### config.mk
export PLATFORM = sky130hd
export DESIGN_NAME = uart_byte_tx
export DESIGN_NICKNAME = d
export VERILOG_FILES = /design/src/rtl/uart_pkg.sv /design/src/rtl/uart_byte_tx_baud_tick.sv /design/src/rtl/uart_byte_tx.sv
export SDC_FILE = /design/constraint.sdc
export NUM_CORES = 1
export LEC_CHECK = 0
export ABC_AREA = 1
export ABC_CLOCK_PERIOD_IN_PS = 3000
export CAP_MARGIN = 20
export CORE_MARGIN = 4
export CORE_UTILIZATION = 45
export DETAILED_ROUTE_END_ITERATION = 10
export GPL_ROUTABILITY_DRIVEN = 0
export GPL_TIMING_DRIVEN = 1
export PLACE_DENSITY_LB_ADDON = 0.05
export SYNTH_ARGS = -nofsm -noshare
export SYNTH_HDL_FRONTEND = slang
export SYNTH_SLANG_ARGS = --single-unit
### constraint.sdc
create_clock -name clk -period 3 [get_ports clk]
set_clock_uncertainty 0.15 [all_clocks]
set_input_delay 0.9 -clock clk [delete_from_list [all_inputs] [get_ports clk]]
set_output_delay 0.9 -clock clk [all_outputs]
set_load 0.05 [all_outputs]
### src/rtl/uart_pkg.sv
// Shared constants for the byte-wide UART transmitter: baud-select codes,
// frame geometry and the clock-to-divisor helper.
package uart_pkg;

    // Baud select codes on baud_set; codes 5..7 fall back to 9600.
    localparam logic [2:0] BAUD_9600   = 3'd0;
    localparam logic [2:0] BAUD_19200  = 3'd1;
    localparam logic [2:0] BAUD_38400  = 3'd2;
    localparam logic [2:0] BAUD_57600  = 3'd3;
    localparam logic [2:0] BAUD_115200 = 3'd4;

    // Frame geometry: start + 8 data + stop.
    localparam int DATA_BITS  = 8;
    localparam int FRAME_BITS = 10;

    // 13 bits hold the slowest divisor (5208 at 50 MHz / 9600).
    localparam int DIV_W = 13;
    // Bit index counter covers 0..FRAME_BITS-1.
    localparam int BIT_W = 4;

    typedef enum logic {
        ST_IDLE = 1'b0,
        ST_BUSY = 1'b1
    } tx_state_e;

    // Clocks per bit, rounded to nearest.
    function automatic int calc_div(input int clk_freq, input int baud);
        return (clk_freq + baud / 2) / baud;
    endfunction

endpackage

### src/rtl/uart_byte_tx_baud_tick.sv
// Divisor counter: emits a one-cycle tick on the last clock of every bit
// period while enabled; held at zero while cleared.
import uart_pkg::*;

module uart_baud_tick (
    input  logic             clk,
    input  logic             rst,
    input  logic             en,
    input  logic             clr,
    input  logic [DIV_W-1:0] div,
    output logic             tick
);

    logic [DIV_W-1:0] cnt_q;
    logic             last;

    assign last = (cnt_q == div - {{(DIV_W-1){1'b0}}, 1'b1});
    assign tick = en && last;

    // Count clocks within the current bit; wrap at div-1.
    always_ff @(posedge clk or posedge rst) begin
        if (rst) begin
            cnt_q <= '0;
        end else if (clr) begin
            cnt_q <= '0;
        end else if (en) begin
            if (last) begin
                cnt_q <= '0;
            end else begin
                cnt_q <= cnt_q + {{(DIV_W-1){1'b0}}, 1'b1};
            end
        end
    end

endmodule

### src/rtl/uart_byte_tx.sv
// 8N1 UART transmitter. A request in IDLE latches the byte and the bit
// divisor; the frame then runs from the latched copies, so input changes
// during a frame have no effect.
//
// Handshake: send_en is level-sampled on each rising edge; it is accepted
// only when the FSM is IDLE, and ignored (not queued) while BUSY. Tx_Done
// is a one-cycle strobe registered at the end of the stop bit; the FSM is
// already IDLE in that cycle, so a held send_en starts the next frame with
// exactly one idle-high cycle between frames. uart_state mirrors the FSM.
import uart_pkg::*;

module uart_byte_tx #(
    parameter int CLK_FREQ = 50_000_000
) (
    input  logic       clk,
    input  logic       Rst_n,
    input  logic [7:0] data_byte,
    input  logic       send_en,
    input  logic [2:0] baud_set,
    output logic       Rs232_Tx,
    output logic       Tx_Done,
    output logic       uart_state
);

    localparam logic [DIV_W-1:0] DIV_9600   = DIV_W'(calc_div(CLK_FREQ, 9600));
    localparam logic [DIV_W-1:0] DIV_19200  = DIV_W'(calc_div(CLK_FREQ, 19200));
    localparam logic [DIV_W-1:0] DIV_38400  = DIV_W'(calc_div(CLK_FREQ, 38400));
    localparam logic [DIV_W-1:0] DIV_57600  = DIV_W'(calc_div(CLK_FREQ, 57600));
    localparam logic [DIV_W-1:0] DIV_115200 = DIV_W'(calc_div(CLK_FREQ, 115200));

    localparam logic [BIT_W-1:0] STOP_IDX = BIT_W'(FRAME_BITS - 1);
    localparam logic [BIT_W-1:0] LAST_DATA_IDX = BIT_W'(DATA_BITS);

    tx_state_e        state_q, state_d;
    logic             tx_q, tx_d;
    logic             done_q, done_d;
    logic [BIT_W-1:0] bit_q, bit_d;
    logic [7:0]       shift_q, shift_d;
    logic [DIV_W-1:0] div_q, div_d;
    logic [DIV_W-1:0] sel_div;
    logic             bit_tick;

    assign Rs232_Tx   = tx_q;
    assign Tx_Done    = done_q;
    assign uart_state = (state_q == ST_BUSY);

    // Map the baud select code to clocks per bit.
    always_comb begin
        sel_div = DIV_9600;
        case (baud_set)
            BAUD_19200:  sel_div = DIV_19200;
            BAUD_38400:  sel_div = DIV_38400;
            BAUD_57600:  sel_div = DIV_57600;
            BAUD_115200: sel_div = DIV_115200;
            default:     sel_div = DIV_9600;
        endcase
    end

    uart_baud_tick u_tick (
        .clk  (clk),
        .rst  (Rst_n),
        .en   (state_q == ST_BUSY),
        .clr  (state_q == ST_IDLE),
        .div  (div_q),
        .tick (bit_tick)
    );

    // Next-state and datapath: accept in IDLE, advance one bit per tick in BUSY.
    always_comb begin
        state_d = state_q;
        tx_d    = tx_q;
        done_d  = 1'b0;
        bit_d   = bit_q;
        shift_d = shift_q;
        div_d   = div_q;
        case (state_q)
            ST_IDLE: begin
                tx_d = 1'b1;
                if (send_en) begin
                    state_d = ST_BUSY;
                    tx_d    = 1'b0;
                    bit_d   = '0;
                    shift_d = data_byte;
                    div_d   = sel_div;
                end
            end
            ST_BUSY: begin
                if (bit_tick) begin
                    if (bit_q == STOP_IDX) begin
                        state_d = ST_IDLE;
                        tx_d    = 1'b1;
                        done_d  = 1'b1;
                        bit_d   = '0;
                    end else if (bit_q == LAST_DATA_IDX) begin
                        tx_d  = 1'b1;
                        bit_d = bit_q + {{(BIT_W-1){1'b0}}, 1'b1};
                    end else begin
                        tx_d    = shift_q[0];
                        shift_d = {1'b0, shift_q[7:1]};
                        bit_d   = bit_q + {{(BIT_W-1){1'b0}}, 1'b1};
                    end
                end
            end
            default: begin
                state_d = ST_IDLE;
                tx_d    = 1'b1;
            end
        endcase
    end

    // State and datapath registers; reset aborts any frame and idles the line.
    always_ff @(posedge clk or posedge Rst_n) begin
        if (Rst_n) begin
            state_q <= ST_IDLE;
            tx_q    <= 1'b1;
            done_q  <= 1'b0;
            bit_q   <= '0;
            shift_q <= '0;
            div_q   <= '0;
        end else begin
            state_q <= state_d;
            tx_q    <= tx_d;
            done_q  <= done_d;
            bit_q   <= bit_d;
            shift_q <= shift_d;
            div_q   <= div_d;
        end
    end

endmodule

* Yosys cells after proc, flatten, opt, wreduce, memory -nomap -nowiden
Cells that the tools add are included.
W data, S select, Z words.
** Word-level totals
- Register bits after elaboration :: 41
- Output and inout bits :: 3
- Logic and storage cells :: 50
** Cells by class
- Add/subtract/negate cells :: 3
- Equal/unequal tests :: 11
- Mux-type cells :: 24
- Bitwise logic cells :: 1
- Reductions and logical operators :: 4
** Operator list (count)
- $pmux W13 S4 :: 1
- $mux W8 :: 4
- $mux W13 :: 2
- $pmux W8 S2 :: 1
- $add A13 B1 Y13 const B :: 1
- $eq A13 B13 Y1 :: 1
- $sub A13 B1 Y13 const B :: 1
- $mux W4 :: 3
- $mux W1 :: 10
- $eq A4 B4 Y1 const B :: 2
- $pmux W4 S2 :: 1
- $eq A3 B2 Y1 const B :: 2
- $ne A2 B2 Y1 const B :: 3
- $add A4 B1 Y4 const B :: 1
- $pmux W1 S2 :: 2
- $reduce_and A2 Y1 :: 2
- $reduce_and A4 Y1 :: 1
- $eq A3 B1 Y1 const B :: 1
- $eq A3 B3 Y1 const B :: 1
- $ne A2 B1 Y1 const B :: 1
- $logic_and A1 B1 Y1 :: 1
- $not A1 Y1 :: 1

* Longest topological paths before layout
- Depth after elaboration :: 5
- Depth in mapped cells :: 15
- Mapped depth without buffers :: 15

* Hierarchy
From an unflattened synthesis, not the netlist that was laid out.
** Second synthesis, totals
- Cell total of the unflattened synthesis :: 365
- Area, all modules :: 2622.5 um2
** By module, submodules not included
- uart_baud_tick :: instances 1, cells each 232, area each 1385.1 um2, seq. area each 325.3 um2
- uart_byte_tx :: instances 1, cells each 133, area each 1237.4 um2, seq. area each 676.9 um2

* Worst setup path after synthesis
OpenSTA, ideal clock, no wires.
- Path type :: reg-to-reg
- Start point :: register div_q[1]
- End point :: register u_tick.cnt_q[7]
- Library setup time :: 0.140 ns
- Arrival time :: 1.745 ns
- Data required time :: 2.710 ns
- Path slack :: 0.965 ns
- Stages on the path, launching flop included :: 13
- Clock period less this slack :: 2.035 ns
- Cell sequence :: dfrtp_1 > inv_1 > ha_1 > nand2_1 > nor2_1 > nand3_1 > nand3_1 > nand2_1 > nor2_1 > nand3_2 > nand2_4 > buf_4 > nor3_1
** Between the ends
- Longest elaborated chain between the ends :: 4
** RTL lines
- start: declaration :: RTL line uart_byte_tx.sv:39 : logic [DIV_W-1:0] div_q, div_d;
- start signal: assignment :: RTL line uart_byte_tx.sv:126 : div_q <= div_d;
- $sub A13 B1 Y13 :: RTL line uart_byte_tx_baud_tick.sv:17 : assign last = (cnt_q == div - {{(DIV_W-1){1'b0}}, 1'b1});
- $eq A13 B13 Y1 :: RTL line uart_byte_tx_baud_tick.sv:17
- $mux W13 :: RTL line uart_byte_tx_baud_tick.sv:27 : if (last) begin
- $mux W13 :: RTL line uart_byte_tx_baud_tick.sv:24 : end else if (clr) begin
- end signal: assignment :: RTL line uart_byte_tx_baud_tick.sv:30 : cnt_q <= cnt_q + {{(DIV_W-1){1'b0}}, 1'b1};
- end: declaration :: RTL line uart_byte_tx_baud_tick.sv:14 : logic [DIV_W-1:0] cnt_q;
Every way passes these cells.
A chain may end at the register's enable or synchronous reset.

* Final worst setup path
- Start point :: register tx_q, in the netlist Rs232_Tx
- End point :: output port Rs232_Tx
** RTL lines
- start: declaration :: RTL line uart_byte_tx.sv:35 : logic tx_q, tx_d;
- start signal: assignment :: RTL line uart_byte_tx.sv:122 : tx_q <= tx_d;
- end: declaration :: RTL line uart_byte_tx.sv:20 : output logic Rs232_Tx,
No word-level cell between the ends.

==> summary.json <==
{
  "number_of_fill_cells_in_the_layout": {"value": 550},
  "setup.worst_path.class": {"value": "reg -> out"},
  "fraction_of_the_core_area_covered_by_cells_at_the_end_of_the_flow": {"value": 54.01, "unit": "%"},
  "rsz0062_at_grt": {"value": "false"},
  "grt_pass1_wl": {"value": 9570, "unit": "microns"},
  "clock_sinks": {"value": 40},
  "slowest_delay": {"value": 0.80, "unit": "ns"},
  "postSynthAreaPerCell": {"value": 6.883, "unit": "sq um"},
  "die_area": {"value": 6741, "unit": "sq um"},
  "drc_violation_count_after_routing": {"value": 0},
  "synthCells": {"value": 359},
  "yosys.area_share.simple": {"value": 40.35, "unit": "%"},
  "crit_path_top_delay_cell": {"value": "sky130_fd_sc_hd__clkdlybuf4s50_1"},
  "horizontal_die_dimension": {"value": 82.11, "unit": "microns"},
  "post-cts-setup-buffer-count": {"value": 0},
  "distinct_cell_type_count_of_the_synthesized_netlist": {"value": 33},
  "critPathArrivalTime": {"value": 1.63, "unit": "ns"},
  "start_kind": {"value": "flop"},
  "maxSlewHeadroom": {"value": 64.77, "unit": "%"},
  "largest_net_degree_at_the_start_of_global_routing": {"value": 41},
  "dp_hpwl": {"value": 4151, "unit": "microns"},
  "layout.nets": {"value": 398},
  "yosys-mux-area-fraction": {"value": 0, "unit": "%"},
  "synth-compound-area-share": {"value": 5.823, "unit": "%"},
  "path_category_of_the_worst_min_delay_check": {"value": "reg -> reg"},
  "start_util": {"value": 47.48, "unit": "%"},
  "final.period_utilization": {"value": 89.50, "unit": "%"},
  "port_buffers": {"value": 16},
  "main_combinational_cell_family_by_area_after_synthesis": {"value": "simple AND/OR/NAND/NOR gates"},
  "cts_repair_resize_count": {"value": 0},
  "fp.dieH": {"value": 82.11, "unit": "microns"},
  "yosys_register_bits": {"value": 40},
  "drtIter0Drc": {"value": 143},
  "cts_tree": {"value": "built"},
  "num_rows": {"value": 26},
  "drive_above_1_share": {"value": 8.094, "unit": "%"},
  "cap_viol_max_count": {"value": 0},
  "clkSlewWorstSetupHoldPaths": {"value": 0.08, "unit": "ns"},
  "fin_setup_tns": {"value": 0, "unit": "ns"},
  "max-clock-path-buffers": {"value": 2},
  "maxClockFrequency": {"value": 372.4, "unit": "MHz"},
  "grt_pass1_vias": {"value": 2115},
  "synth.cell_area": {"value": 2471, "unit": "sq um"},
  "critPathMaxFanout": {"value": 2},
  "post_synth_xor_area_fraction": {"value": 3.899, "unit": "%"},
  "wl_per_cell": {"value": 12.02, "unit": "microns"},
  "fin_crit": {"value": 2.685, "unit": "ns"},
  "drt_first_pass_iters": {"value": 4},
  "flow.area_growth_from_synthesis": {"value": 13.77, "unit": "%"},
  "vias_per_cell": {"value": 4.936},
  "data_required_time_of_the_critical_path": {"value": 1.95, "unit": "ns"},
  "leakage": {"value": 0.001468, "unit": "uW"},
  "vdd_drop_max": {"value": 0.0002669, "unit": "V"},
  "syn-num-nets": {"value": 375},
  "cts-buffers-inserted": {"value": 5},
  "finalWirelength": {"value": 5445, "unit": "microns"},
  "timing.critical_path.cells": {"value": "clkdlybuf4s50_1"},
  "placeableCoreArea": {"value": 5205, "unit": "sq um"},
  "register_area": {"value": 1002, "unit": "sq um"},
  "cp-end-kind": {"value": "primary output"},
  "power-per-cell-area": {"value": 539.9, "unit": "nW/um^2"},
  "n_antenna_cell": {"value": 0},
  "cts_max_level": {"value": 2},
  "number_of_antenna_violations_at_the_first_check_in_global_routing": {"value": 0},
  "gr-total-overflow": {"value": 0},
  "status": {"value": "finished, final reports clean"},
  "critPathTopFamily": {"value": "buffers and inverters"},
  "clock_insertion_delay_worst_skew": {"value": 0.29, "unit": "ns"},
  "final-hold-violation-count": {"value": 0},
  "yosysWarningCount": {"value": 0},
  "cp.buffers_inverters": {"value": 1},
  "cts_hold_repair.buffers": {"value": 0},
  "multi_input_comb_area": {"value": 1262, "unit": "sq um"},
  "synth_seq_area_share": {"value": 40.56, "unit": "%"},
  "worst_slew_pin_slew": {"value": 0.5237, "unit": "ns"},
  "top_level_ports": {"value": 17},
  "antenna_left": {"value": 0},
  "via_count": {"value": 2236},
  "report.final.setup_viol": {"value": 0},
  "clockRootBuffer": {"value": "sky130_fd_sc_hd__clkbuf_8"},
  "grtUsageTotal": {"value": 18.58, "unit": "%"},
  "maxSlewViolCount": {"value": 0},
  "post_synth_fa_ha_maj_area_fraction": {"value": 1.013, "unit": "%"}
}
-- cell usage after synthesis --
master,count,area share [%]
sky130_fd_sc_hd__xnor2_1,2,0.71
sky130_fd_sc_hd__ha_1,2,1.0
sky130_fd_sc_hd__inv_2,2,0.30
sky130_fd_sc_hd__o22ai_1,1,0.25
sky130_fd_sc_hd__dfrtp_1,39,39
sky130_fd_sc_hd__or2_2,1,0.25
sky130_fd_sc_hd__a21oi_1,6,1.2
sky130_fd_sc_hd__o21bai_1,1,0.30
sky130_fd_sc_hd__nand2_1,119,18
sky130_fd_sc_hd__nor2_4,3,1.4
sky130_fd_sc_hd__clkbuf_1,3,0.46
sky130_fd_sc_hd__o21ai_1,2,0.41
sky130_fd_sc_hd__nand2_4,2,0.91
sky130_fd_sc_hd__o211ai_1,1,0.30
sky130_fd_sc_hd__a21oi_2,1,0.35
sky130_fd_sc_hd__a211oi_1,1,0.30
sky130_fd_sc_hd__nand4_1,2,0.51
sky130_fd_sc_hd__nor4_1,1,0.25
sky130_fd_sc_hd__o21ai_0,10,2.0
sky130_fd_sc_hd__o21a_1,1,0.30
sky130_fd_sc_hd__nor2_2,5,1.3
sky130_fd_sc_hd__o221ai_1,1,0.35
sky130_fd_sc_hd__buf_4,1,0.30
sky130_fd_sc_hd__nand2_2,3,0.76
sky130_fd_sc_hd__nor3_1,11,2.2
sky130_fd_sc_hd__nand3b_1,2,0.61
sky130_fd_sc_hd__inv_1,45,6.8
sky130_fd_sc_hd__dfstp_2,1,1.1
sky130_fd_sc_hd__buf_6,1,0.46
sky130_fd_sc_hd__nand3_2,1,0.41
sky130_fd_sc_hd__xor2_1,9,3.2
sky130_fd_sc_hd__nor2_1,45,6.8
sky130_fd_sc_hd__nand3_1,34,6.9
-- final timing paths --
path	end	slack, ns	start	cells after the start
max in group asynchronous	Rs232_Tx$_DFFE_PP1P_	1.47	Rst_n	3
min in group asynchronous	u_tick.cnt_q[9]$_DFF_PP0_	0.87	Rst_n	3
worst max-delay path	Rs232_Tx	0.32	Rs232_Tx$_DFFE_PP1P_	1
worst min-delay path	shift_q[1]$_DFFE_PP0P_	0.33	shift_q[1]$_DFFE_PP0P_	2
worst max register to register	shift_q[5]$_DFFE_PP0P_	0.61	div_q[1]$_DFFE_PP0P_	13
worst min register to register	shift_q[1]$_DFFE_PP0P_	0.33	shift_q[1]$_DFFE_PP0P_	2
-- logic make-up (layout without fill, tap and decap cells) --
group,Yosys count,after routing
AO/OA/AOI/OAI,25,25
XOR/XNOR,11,11
adder cells (fa/ha/maj),2,2
buffers and inverters,52,76
flip-flops,40,40
AND/OR/NAND/NOR,229,229
-- layer usage --
layer	track usage (%)	vias to the layer above	wire (microns)	part of all wire, %
li1	-	1171	-	-
met1	24.37	1036	2657	49
met2	31.02	20	2564	47
met3	2.928	9	122	2.2
met4	6.645	0	100	1.8
met5	0	-	0	0
-- registers in the layout, indices dropped and copies added (netlist names) --
register      flops
shift_q           8
div_q            12
Tx_Done           1
u_tick.cnt_q     13
uart_state        1
bit_q             4
Rs232_Tx          1
-- through the flow --
stage | std cells | total power (uW) | setup slack (ns) | cell area [sq um] | hold WS [ns]
final | 453 | 1518 | 0.3150 | 2811 | 0.3305
after global routing | 453 | 1645 | 0.2872 | 2811 | 0.3574
after CTS | 453 | 1538 | 0.3045 | 2811 | 0.3329
after detailed placement | 445 | 1173 | 0.3996 | 2726 | 0.3129
after global placement | 445 | 1170 | 0.4353 | 2726 | 0.3067
after floorplan | 359 | 1058 | 0.9647 | 2471 | 0.2917
-- placed cells by master, fill, tap and decap left out, types with 3 or more instances in the layout --
master / Yosys / final
sky130_fd_sc_hd__dfrtp_1: 39 / 39
sky130_fd_sc_hd__nor2_2: 5 / 5
sky130_fd_sc_hd__nand3_1: 34 / 34
sky130_fd_sc_hd__inv_1: 45 / 45
sky130_fd_sc_hd__clkbuf_8: 0 / 5
sky130_fd_sc_hd__o21ai_0: 10 / 10
sky130_fd_sc_hd__nand2_1: 119 / 119
sky130_fd_sc_hd__clkdlybuf4s50_1: 0 / 16
sky130_fd_sc_hd__xor2_1: 9 / 9
sky130_fd_sc_hd__nor3_1: 11 / 11
sky130_fd_sc_hd__buf_4: 1 / 5
sky130_fd_sc_hd__nor2_1: 45 / 45
sky130_fd_sc_hd__nor2_4: 3 / 3
sky130_fd_sc_hd__a21oi_1: 6 / 6
sky130_fd_sc_hd__nand2_2: 3 / 3
-- power by group --
part           internal (uW)  switching, uW  total [uW]
Sequential               627           96.6         724
Combinational            173            263         436
Clock                    163            195         358
-- layout make-up --
| type | count | area share (%) |
|---|---|---|
| Multi-Input combinational cell | 267 | 44.90 |
| Sequential cell | 40 | 35.65 |
| Timing Repair Buffer | 21 | 7.032 |
| Inverter | 47 | 6.275 |
| Tap cell | 70 | 3.115 |
| Clock buffer | 6 | 2.581 |
| Clock inverter | 2 | 0.4450 |
(Power assumes the default switching activity.)
